### config.mk
export PLATFORM = sky130hd
export DESIGN_NAME = sr_input_conditioner_flat
export DESIGN_NICKNAME = d
export VERILOG_FILES = /design/src/rtl/sr_input_conditioner_pkg.sv /design/src/rtl/sr_input_conditioner_if.sv /design/src/rtl/sr_input_conditioner_debounce.sv /design/src/rtl/sr_input_conditioner.sv /design/src/flat_wrapper.sv
export SDC_FILE = /design/constraint.sdc
export NUM_CORES = 1
export LEC_CHECK = 0
export ABC_AREA = 0
export CORE_AREA = 2 2 49 51
export DETAILED_ROUTE_END_ITERATION = 10
export DIE_AREA = 0 0 51 53
export GPL_ROUTABILITY_DRIVEN = 0
export GPL_TIMING_DRIVEN = 0
export SLEW_MARGIN = 20
export SYNTH_ARGS = -nofsm -noshare
export SYNTH_HDL_FRONTEND = slang
export SYNTH_HIERARCHICAL = 1
export SYNTH_SLANG_ARGS = --single-unit
### constraint.sdc
create_clock -name clk -period 1.4 [get_ports clk]
set_input_delay 0.28 -clock clk [delete_from_list [all_inputs] [get_ports clk]]
set_output_delay 0.28 -clock clk [all_outputs]
set_load 0.005 [all_outputs]
### src/rtl/sr_input_conditioner_pkg.sv
// Shared types and defaults for the SR latch input conditioner.
package sr_cond_pkg;

  typedef enum logic [1:0] {IDLE, PULSE_S, PULSE_R, GAP} sr_cond_state_t;

  localparam int unsigned DB_CNT_DEF    = 16;
  localparam int unsigned PULSE_LEN_DEF = 1;

endpackage

### src/rtl/sr_input_conditioner_if.sv
// Button inputs and latch-drive outputs of the SR input conditioner.
interface sr_input_conditioner_if;

  logic set_btn;
  logic rst_btn;
  logic s;
  logic r;
  logic busy;
  logic conflict;

  modport master (output set_btn, rst_btn, input s, r, busy, conflict);
  modport slave  (input set_btn, rst_btn, output s, r, busy, conflict);

endinterface

### src/rtl/sr_input_conditioner_debounce.sv
// Per-button 2-flop synchroniser, debounce counter and rising-edge detect.
// The debounce counter exists only when SR_COND_DEBOUNCE_EN is defined.
module sr_debounce
  import sr_cond_pkg::*;
#(
  parameter int unsigned DB_CNT = DB_CNT_DEF
) (
  input  logic clk,
  input  logic rst_n,
  input  logic din,
  output logic rise
);

  if (DB_CNT < 2) begin : g_db_cnt_range
    $error("sr_debounce: DB_CNT must be at least 2");
  end

  logic sync1;
  logic sync2;
  logic stable;
  logic stable_q;

  always_ff @(posedge clk or negedge rst_n) begin
    if (!rst_n) begin
      sync1 <= 1'b0;
      sync2 <= 1'b0;
    end else begin
      sync1 <= din;
      sync2 <= sync1;
    end
  end

`ifdef SR_COND_DEBOUNCE_EN
  localparam int unsigned CW = $clog2(DB_CNT + 1);

  logic [CW-1:0] cnt;

  // Accept a new level after DB_CNT consecutive mismatching cycles.
  always_ff @(posedge clk or negedge rst_n) begin
    if (!rst_n) begin
      cnt    <= '0;
      stable <= 1'b0;
    end else if (sync2 != stable) begin
      if (cnt == CW'(DB_CNT - 1)) begin
        stable <= sync2;
        cnt    <= '0;
      end else begin
        cnt <= cnt + CW'(1);
      end
    end else begin
      cnt <= '0;
    end
  end
`else
  assign stable = sync2;
`endif

  always_ff @(posedge clk or negedge rst_n) begin
    if (!rst_n) stable_q <= 1'b0;
    else        stable_q <= stable;
  end

  assign rise = stable & ~stable_q;

endmodule

### src/rtl/sr_input_conditioner.sv
// Turns two raw buttons into mutually exclusive set/reset pulses for an SR latch.
// Debounce filtering is enabled by defining SR_COND_DEBOUNCE_EN.
module sr_input_conditioner
  import sr_cond_pkg::*;
#(
  parameter int unsigned DB_CNT    = DB_CNT_DEF,
  parameter int unsigned PULSE_LEN = PULSE_LEN_DEF
) (
  input  logic                   clk,
  input  logic                   rst_n,
  sr_input_conditioner_if.slave  cond_if
);

  localparam int unsigned PW = (PULSE_LEN > 1) ? $clog2(PULSE_LEN) : 1;

  logic set_req;
  logic rst_req;

  sr_debounce #(.DB_CNT(DB_CNT)) u_db_set (
    .clk   (clk),
    .rst_n (rst_n),
    .din   (cond_if.set_btn),
    .rise  (set_req)
  );

  sr_debounce #(.DB_CNT(DB_CNT)) u_db_rst (
    .clk   (clk),
    .rst_n (rst_n),
    .din   (cond_if.rst_btn),
    .rise  (rst_req)
  );

  sr_cond_state_t state, state_d;
  logic [PW-1:0]  pcnt, pcnt_d;
  logic           set_pend, set_pend_d;
  logic           rst_pend, rst_pend_d;
  logic           s_q, s_d;
  logic           r_q, r_d;
  logic           busy_q, busy_d;
  logic           conflict_q, conflict_d;

  always_ff @(posedge clk or negedge rst_n) begin
    if (!rst_n) begin
      state      <= IDLE;
      pcnt       <= '0;
      set_pend   <= 1'b0;
      rst_pend   <= 1'b0;
      s_q        <= 1'b0;
      r_q        <= 1'b0;
      busy_q     <= 1'b0;
      conflict_q <= 1'b0;
    end else begin
      state      <= state_d;
      pcnt       <= pcnt_d;
      set_pend   <= set_pend_d;
      rst_pend   <= rst_pend_d;
      s_q        <= s_d;
      r_q        <= r_d;
      busy_q     <= busy_d;
      conflict_q <= conflict_d;
    end
  end

  // Next state; reset wins over set at IDLE exit and the losing set is dropped.
  always_comb begin
    state_d    = state;
    pcnt_d     = pcnt;
    set_pend_d = set_pend;
    rst_pend_d = rst_pend;
    conflict_d = 1'b0;

    if (state != IDLE) begin
      set_pend_d = set_pend | set_req;
      rst_pend_d = rst_pend | rst_req;
    end

    case (state)
      IDLE: begin
        if (rst_req || rst_pend) begin
          state_d    = PULSE_R;
          pcnt_d     = '0;
          rst_pend_d = 1'b0;
          set_pend_d = 1'b0;
          conflict_d = set_req | set_pend;
        end else if (set_req || set_pend) begin
          state_d    = PULSE_S;
          pcnt_d     = '0;
          set_pend_d = 1'b0;
        end
      end
      PULSE_S, PULSE_R: begin
        if (pcnt == PW'(PULSE_LEN - 1)) state_d = GAP;
        else                            pcnt_d  = pcnt + PW'(1);
      end
      GAP:     state_d = IDLE;
      default: state_d = IDLE;
    endcase

    s_d    = (state_d == PULSE_S);
    r_d    = (state_d == PULSE_R);
    busy_d = (state_d != IDLE);
  end

  assign cond_if.s        = s_q;
  assign cond_if.r        = r_q;
  assign cond_if.busy     = busy_q;
  assign cond_if.conflict = conflict_q;

endmodule

### src/flat_wrapper.sv
// flat-port wrapper written by rule: the top's interface ports become plain ports
module sr_input_conditioner_flat import sr_cond_pkg::*;
#(
  parameter int unsigned DB_CNT    = DB_CNT_DEF,
  parameter int unsigned PULSE_LEN = PULSE_LEN_DEF
)
  (clk, rst_n, cond_if_set_btn, cond_if_rst_btn, cond_if_s, cond_if_r, cond_if_busy, cond_if_conflict);
  sr_input_conditioner_if cond_if_i ();
  input  logic clk;
  input  logic rst_n;
  input wire logic [$bits(cond_if_i.set_btn)-1:0] cond_if_set_btn;
  input wire logic [$bits(cond_if_i.rst_btn)-1:0] cond_if_rst_btn;
  output wire logic [$bits(cond_if_i.s)-1:0] cond_if_s;
  output wire logic [$bits(cond_if_i.r)-1:0] cond_if_r;
  output wire logic [$bits(cond_if_i.busy)-1:0] cond_if_busy;
  output wire logic [$bits(cond_if_i.conflict)-1:0] cond_if_conflict;
  assign cond_if_i.set_btn = cond_if_set_btn;
  assign cond_if_i.rst_btn = cond_if_rst_btn;
  assign cond_if_s = cond_if_i.s;
  assign cond_if_r = cond_if_i.r;
  assign cond_if_busy = cond_if_i.busy;
  assign cond_if_conflict = cond_if_i.conflict;
  sr_input_conditioner #(.DB_CNT(DB_CNT), .PULSE_LEN(PULSE_LEN)) u_core (.clk(clk), .rst_n(rst_n), .cond_if(cond_if_i));
endmodule
After elaboration in Yosys (flattened, before gate mapping):

Cells that the tools add are included.

* add/sub/neg operators: 1
* equal/unequal tests: 6
* mux-type cells: 17
* bitwise gates (word level): 6
* reductions and logical operators: 8

Operator list (count)
* $mux W1: 12
* $eq A2 B2 Y1 const B: 3
* $mux W2: 3
* $pmux W2 S3: 1
* $reduce_bool A2 Y1: 3
* $eq A2 B1 Y1 const B: 2
* $ne A3 B1 Y1 const B: 1
* $and A1 B1 Y1: 2
* $logic_not A2 Y1: 1
* $logic_or A1 B1 Y1: 2
* $not A1 Y1: 2
* $or A1 B1 Y1: 2
* $pmux W1 S2: 1
* $reduce_and A2 Y1: 1
* $reduce_or A2 Y1: 1
* $add A1 B1 Y1 const B: 1

* register bits after elaboration: 15
* output and inout port bits: 4
* logic and storage cells: 52

Depth between registers and ports, before layout:

* depth in word-level cells: 7
* depth in mapped cells: 4
* gate-level depth less buffers: 4

Cells and area by module:

Netlist, hierarchy kept.

Modules (own cells, without submodules)
* sr_input_conditioner: times used 1, cells each 29, area each 335.3 µm²
* sr_debounce: times used 2, cells each 4, area each 88.8 µm²

Worst setup path before layout:

No wires, ideal clock.

* path type: register to register
* start: register u_core.state[0]
* end: register u_core.s_q (netlist: u_core/cond_if.s)
* arrival time: 1.133 ns
* required time: 1.323 ns
* path slack: 0.190 ns
* cell stages (with the launch flop): 5
* buffers on the path: 0
* clock period less this slack: 1.210 ns
* path through: dfrtp_1 > inv_1 > ha_1 > or3b_1 > a21oi_1

* cells in the longest elaborated chain, start to end: 4
* elaborated cells on any way between the ends: 10
* classes of those cells: eq/ne (4); mux (4); reduce/logical (2)

RTL lines
* start: declaration: RTL line sr_input_conditioner.sv:33 `sr_cond_state_t state, state_d;`
* start signal: assignment: RTL line sr_input_conditioner.sv:53 `state <= state_d;`
* $eq A2 B1 Y1 (tied with other cells): RTL line sr_input_conditioner.sv:77 `case (state)`
* $reduce_or A2 Y1 / $mux W2 (equally long branches): RTL line sr_input_conditioner.sv:77, sr_input_conditioner.sv:79
* $pmux W2 S3 (*): RTL line sr_input_conditioner.sv:77
* $eq A2 B1 Y1 (*): RTL line sr_input_conditioner.sv:99 `s_d = (state_d == PULSE_S);`
* named net u_core.s_d: RTL line sr_input_conditioner.sv:37 `logic s_q, s_d;`
* end signal: assignment: RTL line sr_input_conditioner.sv:48 `s_q <= 1'b0;`
* end signal: assignment: RTL line sr_input_conditioner.sv:57 `s_q <= s_d;`
* end: declaration: RTL line sr_input_conditioner.sv:37

The timed path passes the listed nets; every way through them passes the cells marked *.
A chain may end at the register's enable or synchronous reset.

Worst setup path after layout:

* start: register u_core.state[1]
* end: register u_core.s_q (netlist: u_core/cond_if.s)

Same word-level chain as after synthesis.

==> impl_metrics.py <==
metrics = {
    "final_layout": {
        "largest-register": "u_core/state",
        "syn2layout_area_growth_pct": 31.2,
        "num-nets-final": 55,
        "antennaDiodeCount": 0,
        "largest_reg_flops": 2,
        "layout.cells.non_filler": 76,
        "share_of_final_layout_standard_cells_stronger_than_drive_strength_1_pct": 18.8,
    },
    "floorplan": {
        "fp.coreArea_mm2": 0.00215,
        "dieArea_mm2": 0.00270,
        "num_io_pins": 8,
        "chipWidth_um": 51,
        "die-height_um": 53,
        "initial_core_util_pct": 23.9,
        "num_rows": 17,
    },
    "clock_tree": {
        "clockRootBuffer": "clkbuf_4",
        "cts_hold_buf": 0,
        "number_of_buffers_inserted_during_clock_tree_synthesis": 3,
        "htree_levels": 1,
        "clock_pin_slew_on_the_worst_setup_and_hold_paths_ns": 0.08,
        "clk_latency_ns": 0.27,
        "cts_tree": "done",
        "clkSinkCount": 14,
        "clock_path_buffers": 2,
    },
    "yosys": {
        "postSynthRegisterBits": 14,
        "synth.most_common_cell": "dfrtp_1",
        "post_synth_most_frequent_cells": "14 x dfrtp_1, 5 x nor2_1, 3 x inv_1",
        "post_synth_num_cell_types": 16,
        "synthesis.yosys.warnings": 6,
        "synth_cell_area_um2": 513,
        "postSynthAreaPerCell_um2": 13.9,
        "synth_top_area_cell": "dfrtp_1",
        "synth_nets": 43,
        "yosys.area.top_type_share_pct": 68.3,
        "ys_top_cells_by_area": "dfrtp_1 68%, nor2b_4 5.4%, ha_1 4.9%",
        "ys.flop_type": "dfrtp_1",
        "synthesis.instances": 37,
        "yosysSeqAreaShare_pct": 68.3,
        "postSynth.asyncResetShare_pct": 100,
        "synth_enable_flop_cells": 0,
    },
    "worst_setup_path": {
        "timing.critical_path.depth": 4,
        "worst_path_largest_cell_delay_ns": 0.40,
        "cp.buffers_inverters": 1,
        "crit_arrival_ns": 1.49,
        "path_delay_family": "flip-flops",
        "critical_path.cell_chain": "inv_1 > ha_4 > or3b_1 > a21oi_1",
        "crit_path_start_kind": "register",
        "worst-setup-path-type": "reg2reg",
        "endpoint_kind": "register",
        "critPathRequiredTime_ns": 1.60,
        "crit_slowest_cell": "dfrtp_1",
        "rr_worst_depth": 4,
        "crit_fanout": 6,
    },
    "grt": {
        "grt_start_max_net_pins": 15,
        "globalRoute.totalOverflow": 0,
        "grt_first_pass_wirelength_mm": 1.34,
        "first_global_vias": 321,
        "grt_antenna_before_repair": 0,
        "grtUsageTotal_pct": 7.35,
    },
    "drt": {
        "post_route_ant_nets": 0,
        "post-route-drc-count": 0,
        "drt_first_pass_iters": 2,
        "num_vias": 305,
        "detailedRoute.firstIterationViolations": 2,
        "route.final.wire_length_um": 725,
        "routed_wire_length_per_instance_um": 9.54,
        "vias_per_cell": 4.01,
    },
    "sta": {
        "hold_slack_ns": 0.352,
        "worst_slew_margin_rel_pct": 60.8,
        "worst_pin_slew_ns": 0.586,
        "finalWorstPathRequiredPeriod_ns": 1.29,
        "grt_setup_unrepaired": "false",
        "slew_viol_final": 0,
        "setup_violations": 0,
        "fmax_mhz": 778,
        "ratio_of_final_minimum_period_to_clock_period_pct": 91.8,
        "finalClockSkew_ns": 0.00250,
        "final.setup.tns_ns": 0,
        "finalHoldViolCount": 0,
    },
    "placement": {
        "dpl.hpwl_um": 521,
        "port_buffers": 7,
        "dp_cells": 72,
    },
    "status": {
        "status": "finished, final reports clean",
    },
    "power_and_ir_drop": {
        "power_density_mw_per_mm2": 1960,
        "leakage_nw": 0.336,
        "vdd_drop_max_uv": 588,
    },
    "min_path": {
        "hold_path_class": "reg2reg",
        "hold-path-cell-count": 0,
    },
    "run": {
        "max-cap-violations": 0,
    },
}
cells in the final DEF, fill, tap and decap left out:
cell / n
clkbuf_4: 3
inv_2: 1
dfrtp_1: 14
ha_1: 1
o22ai_1: 1
a31oi_1: 1
nand2b_1: 1
dlymetal6s2s_1: 3
clkdlybuf4s50_1: 3
nor3b_1: 1
or3b_2: 1
nor3_1: 1
a41oi_1: 1
or4b_1: 1
a21boi_1: 1
ha_4: 1
inv_1: 2
dlygate4sd2_1: 1
nor2_1: 5
or3b_1: 1
nor2b_4: 2
clkbuf_8: 1
a21oi_1: 1
worst paths after layout:
path | from | endpoint | slack, ns
worst min-delay path | u_core/u_db_set/sync1$_DFF_PN0_ | u_core/u_db_set/stable$_DFF_PN0_ | 0.35
worst max-delay path | u_core/state[1]$_DFF_PN0_ | u_core/cond_if.s$_DFF_PN0_ | 0.11
max in group asynchronous | rst_n | u_core/u_db_set/sync1$_DFF_PN0_ | 0.65
worst max register to register | u_core/state[1]$_DFF_PN0_ | u_core/cond_if.s$_DFF_PN0_ | 0.11
min in group asynchronous | rst_n | u_core/state[0]$_DFF_PN0_ | 0.37
worst min register to register | u_core/u_db_set/sync1$_DFF_PN0_ | u_core/u_db_set/stable$_DFF_PN0_ | 0.35
through the flow:
stage / power, W / cell area [um2] / setup slack (ns) / util, %
4_1_cts: 0.00130 / 653 / 0.0229 / 30.4
6_report: 0.00132 / 673 / 0.114 / 31.3
3_5_place_dp: 0.00102 / 618 / 0.0574 / 28.8
5_1_grt: 0.00145 / 673 / 0.00491 / 31.3
3_3_place_gp: 0.000999 / 618 / 0.0893 / 28.8
2_1_floorplan: 0.000852 / 513 / 0.190 / -
per-layer routing:
metal	GRT usage (%)	wire, um	share of wire, %
met3	5.93	69	9.5
met2	10.2	337	46
met4	2.70	0	0
met5	0	0	0
met1	8.29	318	44
layout make-up:
class	count	area, um2
clock buffer	4	36.3
fill	210	1480
tap	28	35.0
inverter	3	11.3
multi-input combinational	20	164
sequential	14	350
timing repair buffer	7	76.3
power by group:
part	switching, W	internal [W]	leakage, nW
registers	0.0000567	0.000518	0.169
logic	0.000221	0.000243	0.146
clock network	0.000121	0.000158	0.0210
total	0.000399	0.000920	0.336
logic make-up (layout without fill, tap and decap cells):
kind of cell | after synthesis | after routing | share of synthesized area (%)
AOI/OAI and AO/OA | 5 | 5 | 6.59
and+or+nand+nor | 13 | 13 | 18.1
DFF | 14 | 14 | 68.3
buffers and inverters | 3 | 14 | 2.19
adders and majority gates | 2 | 2 | 4.88
repair_timing:
item                                    4_1_cts  5_1_grt
setup buffers                                 0        0
endpoints found under the setup margin        1        5
hold endpoints to repair                      0        0
resized for setup                             1        6
Note: power is estimated with default switching activity, not from simulation.
